$ cat config.mk
export PLATFORM = sky130hd
export DESIGN_NAME = vr_commit_walker_flat
export DESIGN_NICKNAME = d
export VERILOG_FILES = /design/src/rtl/vr_commit_walker_if.sv /design/src/rtl/vr_commit_walker.sv /design/src/flat_wrapper.sv
export SDC_FILE = /design/constraint.sdc
export NUM_CORES = 2
export LEC_CHECK = 0
export BUFFER_PORTS_ARGS = -buffer_cell sky130_fd_sc_hd__buf_2
export CORE_MARGIN = 2
export CORE_UTILIZATION = 50
export CTS_CLUSTER_DIAMETER = 60
export DETAILED_ROUTE_END_ITERATION = 10
export PLACE_DENSITY = 0.82
export SLEW_MARGIN = 20
export SYNTH_ARGS = -nofsm -noshare
export SYNTH_HDL_FRONTEND = slang
export SYNTH_SLANG_ARGS = --single-unit
$ cat constraint.sdc
create_clock -name clk -period 10.15 [get_ports clk]
set_input_delay 0.5075 -clock clk [delete_from_list [all_inputs] [get_ports clk]]
set_output_delay 0.5075 -clock clk [all_outputs]
set_load 0.01 [all_outputs]
$ cat src/rtl/vr_commit_walker_if.sv
// Bundle of every signal between the VR commit walker and its surroundings:
// message manager, VR state store and the ring-buffered log header memory.
// master = the commit engine, slave = the environment around it.
interface vr_commit_walker_if #(
  parameter int OP_NUM_W  = 64,
  parameter int VIEW_W    = 64,
  parameter int LOG_IDX_W = 10
);
  // Commit message from the message manager
  logic                 msg_val;
  logic                 msg_rdy;
  logic [OP_NUM_W-1:0]  msg_commit_num;
  logic [VIEW_W-1:0]    msg_view;

  // VR state store: current values and commit-point write-back
  logic [OP_NUM_W-1:0]  state_commit_num;
  logic [VIEW_W-1:0]    state_view;
  logic                 state_wr_val;
  logic                 state_wr_rdy;
  logic [OP_NUM_W-1:0]  state_wr_commit_num;

  // Log header memory: read request / response
  logic                 rd_req_val;
  logic                 rd_req_rdy;
  logic [LOG_IDX_W-1:0] rd_req_addr;
  logic                 rd_resp_val;
  logic                 rd_resp_rdy;
  logic [OP_NUM_W-1:0]  rd_resp_op_num;
  logic [VIEW_W-1:0]    rd_resp_view;
  logic                 rd_resp_committed;

  // Log header memory: write
  logic                 wr_val;
  logic                 wr_rdy;
  logic [LOG_IDX_W-1:0] wr_addr;
  logic [OP_NUM_W-1:0]  wr_op_num;
  logic [VIEW_W-1:0]    wr_view;
  logic                 wr_committed;

  // Status
  logic                 eng_rdy;
  logic [31:0]          stat_commits;
  logic [31:0]          stat_stalls;

  modport master (
    input  msg_val, msg_commit_num, msg_view,
    output msg_rdy,
    input  state_commit_num, state_view, state_wr_rdy,
    output state_wr_val, state_wr_commit_num,
    input  rd_req_rdy, rd_resp_val, rd_resp_op_num, rd_resp_view, rd_resp_committed,
    output rd_req_val, rd_req_addr, rd_resp_rdy,
    input  wr_rdy,
    output wr_val, wr_addr, wr_op_num, wr_view, wr_committed,
    output eng_rdy, stat_commits, stat_stalls
  );

  modport slave (
    output msg_val, msg_commit_num, msg_view,
    input  msg_rdy,
    output state_commit_num, state_view, state_wr_rdy,
    input  state_wr_val, state_wr_commit_num,
    output rd_req_rdy, rd_resp_val, rd_resp_op_num, rd_resp_view, rd_resp_committed,
    input  rd_req_val, rd_req_addr, rd_resp_rdy,
    output wr_rdy,
    input  wr_val, wr_addr, wr_op_num, wr_view, wr_committed,
    input  eng_rdy, stat_commits, stat_stalls
  );
endinterface

$ cat src/rtl/vr_commit_walker.sv
// VR commit walker: on a commit message, walks the ring-buffered log headers
// from the last committed op up to the requested op, marks each matching
// header committed and writes the commit point back to VR state, with
// intermediate checkpoints every MAX_BATCH entries and partial-progress
// commit when a header does not match.
// Optional feature: define VR_COMMIT_STATS_EN for live saturating
// stat_commits / stat_stalls counters; otherwise both read as 0.
module vr_commit_walker #(
  parameter int OP_NUM_W  = 64,
  parameter int VIEW_W    = 64,
  parameter int LOG_IDX_W = 10,
  parameter int MAX_BATCH = 16
) (
  input  logic                clk,
  input  logic                rst,
  vr_commit_walker_if.master  bus
);

  localparam int BATCH_W = $clog2(MAX_BATCH) + 1;
  localparam logic [BATCH_W-1:0]  BATCH_LAST = BATCH_W'(MAX_BATCH - 1);
  // Number of entries the ring can hold; a single walk never spans more.
  localparam logic [OP_NUM_W-1:0] RING = OP_NUM_W'(1) << LOG_IDX_W;

  typedef enum logic [2:0] {
    IDLE,
    RD_REQ,
    RD_RESP,
    WR_ENTRY,
    WR_STATE
  } state_t;

  state_t               state_q;

  // Walk context
  logic [OP_NUM_W-1:0]  start_q;
  logic [OP_NUM_W-1:0]  cur_q;
  logic [OP_NUM_W-1:0]  target_q;
  logic [VIEW_W-1:0]    view_q;
  logic [BATCH_W-1:0]   batch_q;
  logic                 final_q;
  logic                 hdr_ok_q;
  logic                 hdr_committed_q;

  // Registered outputs
  logic                 msg_rdy_q;
  logic                 rd_req_val_q;
  logic [LOG_IDX_W-1:0] rd_req_addr_q;
  logic                 rd_resp_rdy_q;
  logic                 wr_val_q;
  logic [LOG_IDX_W-1:0] wr_addr_q;
  logic [OP_NUM_W-1:0]  wr_op_q;
  logic [VIEW_W-1:0]    wr_view_q;
  logic                 state_wr_val_q;
  logic [OP_NUM_W-1:0]  state_wr_num_q;

  // Datapath helpers
  logic [OP_NUM_W-1:0]  first_op;
  logic [OP_NUM_W-1:0]  cur_next;
  logic [OP_NUM_W-1:0]  span;
  logic [OP_NUM_W-1:0]  clamp_target;
  logic                 stale;
  logic                 resp_ok;
  logic                 at_target;
  logic                 batch_full;

  assign first_op     = bus.state_commit_num + 1'b1;
  assign cur_next     = cur_q + 1'b1;
  assign span         = bus.msg_commit_num - bus.state_commit_num;
  assign clamp_target = (span > RING) ? (bus.state_commit_num + RING) : bus.msg_commit_num;
  assign stale        = (bus.msg_view != bus.state_view) ||
                        (bus.msg_commit_num <= bus.state_commit_num);
  // The header match is evaluated as the response arrives so that the
  // write request can come out of a register in WR_ENTRY.
  assign resp_ok      = (bus.rd_resp_op_num == cur_q) && (bus.rd_resp_view == view_q);
  assign at_target    = (cur_q == target_q);
  assign batch_full   = (batch_q == BATCH_LAST);

  // Walk FSM: state, walk context and every handshake output in one place
  always_ff @(posedge clk) begin
    // NOTE: reset is sampled on the clock edge and all state uses <=, so every
    // register in this block updates together from the pre-edge values.
    if (!rst) begin
      state_q         <= IDLE;
      start_q         <= '0;
      cur_q           <= '0;
      target_q        <= '0;
      view_q          <= '0;
      batch_q         <= '0;
      final_q         <= 1'b0;
      hdr_ok_q        <= 1'b0;
      hdr_committed_q <= 1'b0;
      msg_rdy_q       <= 1'b0;
      rd_req_val_q    <= 1'b0;
      rd_req_addr_q   <= '0;
      rd_resp_rdy_q   <= 1'b0;
      wr_val_q        <= 1'b0;
      wr_addr_q       <= '0;
      wr_op_q         <= '0;
      wr_view_q       <= '0;
      state_wr_val_q  <= 1'b0;
      state_wr_num_q  <= '0;
    end else begin
      case (state_q)
        IDLE: begin
          msg_rdy_q <= 1'b1;
          if (bus.msg_val && msg_rdy_q) begin
            start_q  <= bus.state_commit_num;
            cur_q    <= first_op;
            target_q <= clamp_target;
            view_q   <= bus.msg_view;
            batch_q  <= '0;
            // Stale or foreign messages are consumed without leaving IDLE.
            if (!stale) begin
              state_q       <= RD_REQ;
              msg_rdy_q     <= 1'b0;
              rd_req_val_q  <= 1'b1;
              rd_req_addr_q <= first_op[LOG_IDX_W-1:0];
            end
          end
        end

        RD_REQ: begin
          if (bus.rd_req_rdy) begin
            rd_req_val_q  <= 1'b0;
            rd_resp_rdy_q <= 1'b1;
            state_q       <= RD_RESP;
          end
        end

        RD_RESP: begin
          if (bus.rd_resp_val) begin
            rd_resp_rdy_q   <= 1'b0;
            hdr_ok_q        <= resp_ok;
            hdr_committed_q <= bus.rd_resp_committed;
            wr_val_q        <= resp_ok && !bus.rd_resp_committed;
            wr_addr_q       <= cur_q[LOG_IDX_W-1:0];
            wr_op_q         <= cur_q;
            wr_view_q       <= view_q;
            state_q         <= WR_ENTRY;
          end
        end

        WR_ENTRY: begin
          if (!hdr_ok_q) begin
            // Mismatch: keep whatever progress was made before this entry.
            if (cur_q > start_q + 1'b1) begin
              state_wr_val_q <= 1'b1;
              state_wr_num_q <= cur_q - 1'b1;
              final_q        <= 1'b1;
              state_q        <= WR_STATE;
            end else begin
              msg_rdy_q <= 1'b1;
              state_q   <= IDLE;
            end
          end else if (!wr_val_q || bus.wr_rdy) begin
            wr_val_q <= 1'b0;
            if (at_target) begin
              state_wr_val_q <= 1'b1;
              state_wr_num_q <= cur_q;
              final_q        <= 1'b1;
              state_q        <= WR_STATE;
            end else begin
              cur_q <= cur_next;
              if (batch_full) begin
                // Checkpoint the entry just finished, then resume the walk.
                batch_q        <= '0;
                state_wr_val_q <= 1'b1;
                state_wr_num_q <= cur_q;
                final_q        <= 1'b0;
                state_q        <= WR_STATE;
              end else begin
                batch_q       <= batch_q + 1'b1;
                rd_req_val_q  <= 1'b1;
                rd_req_addr_q <= cur_next[LOG_IDX_W-1:0];
                state_q       <= RD_REQ;
              end
            end
          end
        end

        WR_STATE: begin
          if (bus.state_wr_rdy) begin
            state_wr_val_q <= 1'b0;
            if (final_q) begin
              msg_rdy_q <= 1'b1;
              state_q   <= IDLE;
            end else begin
              rd_req_val_q  <= 1'b1;
              rd_req_addr_q <= cur_q[LOG_IDX_W-1:0];
              state_q       <= RD_REQ;
            end
          end
        end

        default: state_q <= IDLE;
      endcase
    end
  end

  assign bus.msg_rdy             = msg_rdy_q;
  assign bus.eng_rdy             = msg_rdy_q;
  assign bus.rd_req_val          = rd_req_val_q;
  assign bus.rd_req_addr         = rd_req_addr_q;
  assign bus.rd_resp_rdy         = rd_resp_rdy_q;
  assign bus.wr_val              = wr_val_q;
  assign bus.wr_addr             = wr_addr_q;
  assign bus.wr_op_num           = wr_op_q;
  assign bus.wr_view             = wr_view_q;
  assign bus.wr_committed        = 1'b1;
  assign bus.state_wr_val        = state_wr_val_q;
  assign bus.state_wr_commit_num = state_wr_num_q;

`ifdef VR_COMMIT_STATS_EN
  logic [31:0] commits_q;
  logic [31:0] stalls_q;
  logic        commit_evt;
  logic        stall_evt;

  assign commit_evt = (state_q == WR_ENTRY) && wr_val_q && bus.wr_rdy;
  assign stall_evt  = (state_q == WR_ENTRY) && !hdr_ok_q;

  // Saturating event counters
  always_ff @(posedge clk) begin
    if (!rst) begin
      commits_q <= '0;
      stalls_q  <= '0;
    end else begin
      if (commit_evt && (commits_q != '1)) commits_q <= commits_q + 1'b1;
      if (stall_evt && (stalls_q != '1))   stalls_q  <= stalls_q + 1'b1;
    end
  end

  assign bus.stat_commits = commits_q;
  assign bus.stat_stalls  = stalls_q;
`else
  assign bus.stat_commits = '0;
  assign bus.stat_stalls  = '0;
`endif

endmodule

$ cat src/flat_wrapper.sv
// flat-port wrapper written by rule: the top's interface ports become plain ports
module vr_commit_walker_flat 
#(
  parameter int OP_NUM_W  = 64,
  parameter int VIEW_W    = 64,
  parameter int LOG_IDX_W = 10,
  parameter int MAX_BATCH = 16
)
  (clk, rst, bus_msg_val, bus_msg_commit_num, bus_msg_view, bus_msg_rdy, bus_state_commit_num, bus_state_view, bus_state_wr_rdy, bus_state_wr_val, bus_state_wr_commit_num, bus_rd_req_rdy, bus_rd_resp_val, bus_rd_resp_op_num, bus_rd_resp_view, bus_rd_resp_committed, bus_rd_req_val, bus_rd_req_addr, bus_rd_resp_rdy, bus_wr_rdy, bus_wr_val, bus_wr_addr, bus_wr_op_num, bus_wr_view, bus_wr_committed, bus_eng_rdy, bus_stat_commits, bus_stat_stalls);
  vr_commit_walker_if #(.OP_NUM_W(OP_NUM_W), .VIEW_W(VIEW_W), .LOG_IDX_W(LOG_IDX_W)) bus_i ();
  input  logic clk;
  input  logic rst;
  input wire logic [$bits(bus_i.msg_val)-1:0] bus_msg_val;
  input wire logic [$bits(bus_i.msg_commit_num)-1:0] bus_msg_commit_num;
  input wire logic [$bits(bus_i.msg_view)-1:0] bus_msg_view;
  output wire logic [$bits(bus_i.msg_rdy)-1:0] bus_msg_rdy;
  input wire logic [$bits(bus_i.state_commit_num)-1:0] bus_state_commit_num;
  input wire logic [$bits(bus_i.state_view)-1:0] bus_state_view;
  input wire logic [$bits(bus_i.state_wr_rdy)-1:0] bus_state_wr_rdy;
  output wire logic [$bits(bus_i.state_wr_val)-1:0] bus_state_wr_val;
  output wire logic [$bits(bus_i.state_wr_commit_num)-1:0] bus_state_wr_commit_num;
  input wire logic [$bits(bus_i.rd_req_rdy)-1:0] bus_rd_req_rdy;
  input wire logic [$bits(bus_i.rd_resp_val)-1:0] bus_rd_resp_val;
  input wire logic [$bits(bus_i.rd_resp_op_num)-1:0] bus_rd_resp_op_num;
  input wire logic [$bits(bus_i.rd_resp_view)-1:0] bus_rd_resp_view;
  input wire logic [$bits(bus_i.rd_resp_committed)-1:0] bus_rd_resp_committed;
  output wire logic [$bits(bus_i.rd_req_val)-1:0] bus_rd_req_val;
  output wire logic [$bits(bus_i.rd_req_addr)-1:0] bus_rd_req_addr;
  output wire logic [$bits(bus_i.rd_resp_rdy)-1:0] bus_rd_resp_rdy;
  input wire logic [$bits(bus_i.wr_rdy)-1:0] bus_wr_rdy;
  output wire logic [$bits(bus_i.wr_val)-1:0] bus_wr_val;
  output wire logic [$bits(bus_i.wr_addr)-1:0] bus_wr_addr;
  output wire logic [$bits(bus_i.wr_op_num)-1:0] bus_wr_op_num;
  output wire logic [$bits(bus_i.wr_view)-1:0] bus_wr_view;
  output wire logic [$bits(bus_i.wr_committed)-1:0] bus_wr_committed;
  output wire logic [$bits(bus_i.eng_rdy)-1:0] bus_eng_rdy;
  output wire logic [$bits(bus_i.stat_commits)-1:0] bus_stat_commits;
  output wire logic [$bits(bus_i.stat_stalls)-1:0] bus_stat_stalls;
  assign bus_i.msg_val = bus_msg_val;
  assign bus_i.msg_commit_num = bus_msg_commit_num;
  assign bus_i.msg_view = bus_msg_view;
  assign bus_msg_rdy = bus_i.msg_rdy;
  assign bus_i.state_commit_num = bus_state_commit_num;
  assign bus_i.state_view = bus_state_view;
  assign bus_i.state_wr_rdy = bus_state_wr_rdy;
  assign bus_state_wr_val = bus_i.state_wr_val;
  assign bus_state_wr_commit_num = bus_i.state_wr_commit_num;
  assign bus_i.rd_req_rdy = bus_rd_req_rdy;
  assign bus_i.rd_resp_val = bus_rd_resp_val;
  assign bus_i.rd_resp_op_num = bus_rd_resp_op_num;
  assign bus_i.rd_resp_view = bus_rd_resp_view;
  assign bus_i.rd_resp_committed = bus_rd_resp_committed;
  assign bus_rd_req_val = bus_i.rd_req_val;
  assign bus_rd_req_addr = bus_i.rd_req_addr;
  assign bus_rd_resp_rdy = bus_i.rd_resp_rdy;
  assign bus_i.wr_rdy = bus_wr_rdy;
  assign bus_wr_val = bus_i.wr_val;
  assign bus_wr_addr = bus_i.wr_addr;
  assign bus_wr_op_num = bus_i.wr_op_num;
  assign bus_wr_view = bus_i.wr_view;
  assign bus_wr_committed = bus_i.wr_committed;
  assign bus_eng_rdy = bus_i.eng_rdy;
  assign bus_stat_commits = bus_i.stat_commits;
  assign bus_stat_stalls = bus_i.stat_stalls;
  vr_commit_walker #(.OP_NUM_W(OP_NUM_W), .VIEW_W(VIEW_W), .LOG_IDX_W(LOG_IDX_W), .MAX_BATCH(MAX_BATCH)) u_core (.clk(clk), .rst(rst), .bus(bus_i));
endmodule
==> flow_summary.json <==
{
  "status": "complete, no violations",
  "clock-sinks": 473,
  "finalSetupTns_ns": 0,
  "critPathLaunchType": "register",
  "chipHeight_um": 265.7,
  "initial_utilization_pct": 50.71,
  "syn_inst": 4663,
  "cts-root-buf": "clkbuf_16",
  "post-route-period-util_pct": 73.55,
  "tightest_slew_ns": 1.138,
  "track_usage_pct": 44.19,
  "syn_area_sq_mm": 0.03424,
  "cts_tree": "done",
  "detail_route.wl_per_cell_um": 27.37,
  "gp_congestion": 1.097,
  "drive_gt1_share_pct": 15.97,
  "fp.coreArea_sq_mm": 0.06751,
  "cts.clk_slew.worst_paths_ns": 0.07,
  "synth_flop_cell": "dfxtp_1",
  "cts_resized": 0,
  "num_io_pins": 675,
  "finalHoldViolCount": 0,
  "totalWireLength_um": 163300,
  "synth_cell_types": 90,
  "die_area_sq_mm": 0.07059,
  "gr-total-overflow": 0,
  "async_reset_ff_share_pct": 0,
  "post-dp-hpwl_um": 127900,
  "power_uw": 5186,
  "end_kind": "register",
  "cp_data_required_time_ns": 10.67,
  "min_path_cells": 3,
  "ir_worst_vdd_mv": 0.1244,
  "ys_warn_count": 0,
  "synth.top_cell.area_share_pct": 27.66,
  "dp_slack_ns": 2.926,
  "synth_edf_count": 0,
  "crit_arrival_ns": 7.99,
  "critPathKind": "reg -> reg",
  "syn_avg_cell_area_sq_um": 7.343,
  "floorplan.rows": 95,
  "ys_ff_latch": 473,
  "hold_buffers": 0,
  "cp_max_fo": 89,
  "antenna_left": 0,
  "antenna_found_initial": 43,
  "yosysMostFrequentCell": "nand2_1",
  "leakage_uw": 0.01559,
  "vias_per_cell": 6.368,
  "post-route-min-period_ns": 7.465,
  "area_growth_pct": 14.11,
  "grt_pass1_wl_um": 231000,
  "die_x_um": 265.7,
  "ys_seq_area_share_pct": 27.66,
  "io_buffers": 609,
  "slew_viol_final": 0,
  "holdCritPathClass": "in -> reg",
  "final_nets": 5551,
  "vias": 37990,
  "first_global_vias": 34110,
  "cap_violations": 0,
  "drt_iter0_drc": 6066,
  "setup_violations": 0,
  "place_area_sq_mm": 0.03724,
  "ys_top_cells_by_count": "nand2_1 (841), dfxtp_1 (473), xnor2_1 (337)",
  "relSlewSlack_pct": 23.61,
  "first_pass_iters": 6,
  "cts-buffers-inserted": 52,
  "fin_skew_ns": 0.02701,
  "post-cts-setup-buffers": 0,
  "synth_area_leader_cell": "dfxtp_1",
  "worstRegToRegCells": 24,
  "synth.area.top_cells": "dfxtp_1 (28%), nand2_1 (9.2%), xnor2_1 (8.6%)",
  "drcViolationCount": 0,
  "fin_ws_ns": 2.685,
  "fmax_ghz": 0.1340,
  "power.density_mw_per_mm2": 132.7,
  "grt_max_degree": 245,
  "fin_area_sq_mm": 0.03907,
  "rsz0062_at_grt": "no",
  "cts_max_level": 2,
  "clockBufferDepth": 3,
  "clk_latency_ns": 0.62
}
-- power breakdown --
group / switching [uW] / leakage, uW / internal (uW)
registers: 108 / 0.00384 / 1910
logic: 761 / 0.0109 / 419
clock network: 845 / 0.000858 / 1140
-- layer usage --
layer	up-vias	routed length, um	global-route usage (%)	share of wire [%]
li1	16950	-	-	-
met1	17740	60950	55.54	37
met2	2680	68360	65.52	42
met3	589	21360	13.40	13
met4	26	12440	28.65	7.6
met5	-	167	0	0.10
-- cells by family (layout without fill, tap and decap cells) --
kind of cell             count (synthesis)  after routing  share of synthesized area (%)
XOR/XNOR                               508            508                          12.99
multiplexers                            12             12                         0.3508
AO/OA/AOI/OAI                         1104           1104                          21.64
buffers and inverters                  529            868                          6.746
other                                    2             92                        0.02193
adder cells (fa/ha/maj)                135            135                          4.955
flip-flops                             473            473                          27.66
AND/OR/NAND/NOR                       1900           1900                          25.63
-- final timing paths --
path	from	endpoint	slack (ns)
setup reg to reg	u_core.start_q[3]	u_core.bus.state_wr_commit_num[50]	2.68
hold reg to reg	u_core.batch_q[4]	u_core.batch_q[4]	0.43
hold / removal	bus_msg_view[17]	u_core.view_q[17]	0.15
setup / recovery	u_core.start_q[3]	u_core.bus.state_wr_commit_num[50]	2.68
-- worst max-delay path, cell delays in order, from the launching register on --
cell and delay (ns):
dfxtp_1 0.45, and4_1 0.28, and2_1 0.21, nand4_1 0.19, or3_1 0.49, nor2_1 0.45
and2_0 0.36, nor2b_1 0.41, nand2_1 0.13, nor2_1 0.30, nand3_1 0.14, xor2_1 0.16
ha_1 0.30, nand4_1 0.10, nor2_1 0.19, nand4_1 0.32, nor3_1 0.27, a2bb2oi_1 0.09
and3_1 0.21, or4_1 0.61, a21oi_4 0.14, buf_4 0.39, buf_4 0.75, nor2_1 0.12
a211oi_1 0.27
-- per-stage QoR --
stage / util (%) / instances / hold slack [ns]
CTS: 57.77 / 5938 / 0.1399
floorplan: - / 4726 / 0.4124
global route: 57.84 / 5958 / 0.1557
global placement: 55.16 / 5843 / 0.4190
finish: 57.87 / 5965 / 0.1514
detailed placement: 55.16 / 5843 / 0.4248
-- placed cells by master (no fill, tap or decap), types with 58 or more instances in the layout --
master / count
a211oi_1: 74
a21boi_0: 197
a21o_1: 61
a21oi_1: 280
buf_2: 608
conb_1: 65
dfxtp_1: 473
ha_1: 134
inv_1: 108
nand2_1: 840
nand3_1: 129
nand4_1: 141
nor2_1: 328
nor3_1: 131
nor4_1: 83
o21a_1: 58
o21ai_0: 167
o31ai_1: 59
xnor2_1: 337
xor2_1: 171
-- registers in the layout (all words and copies together) (netlist names) --
register                        flops
u_core.batch_q                      5
u_core.bus.eng_rdy                  1
u_core.bus.rd_req_addr             10
u_core.bus.rd_req_val               1
u_core.bus.rd_resp_rdy              1
u_core.bus.state_wr_commit_num     64
u_core.bus.state_wr_val             1
u_core.bus.wr_op_num               64
u_core.bus.wr_val                   1
u_core.bus.wr_view                 64
u_core.cur_q                       64
u_core.final_q                      1
u_core.hdr_ok_q                     1
u_core.start_q                     64
u_core.state_q                      3
u_core.target_q                    64
u_core.view_q                      64
-- layout make-up --
type	count	area, sq um
fill	6361	28440
inverter	110	415.4
antenna	27	67.56
clock buffer	81	1570
clock inverter	14	185.2
multi-input combinational	3724	22800
timing repair buffer	663	3472
tap	873	1092
sequential	473	9469
(Power assumes the default switching activity.)
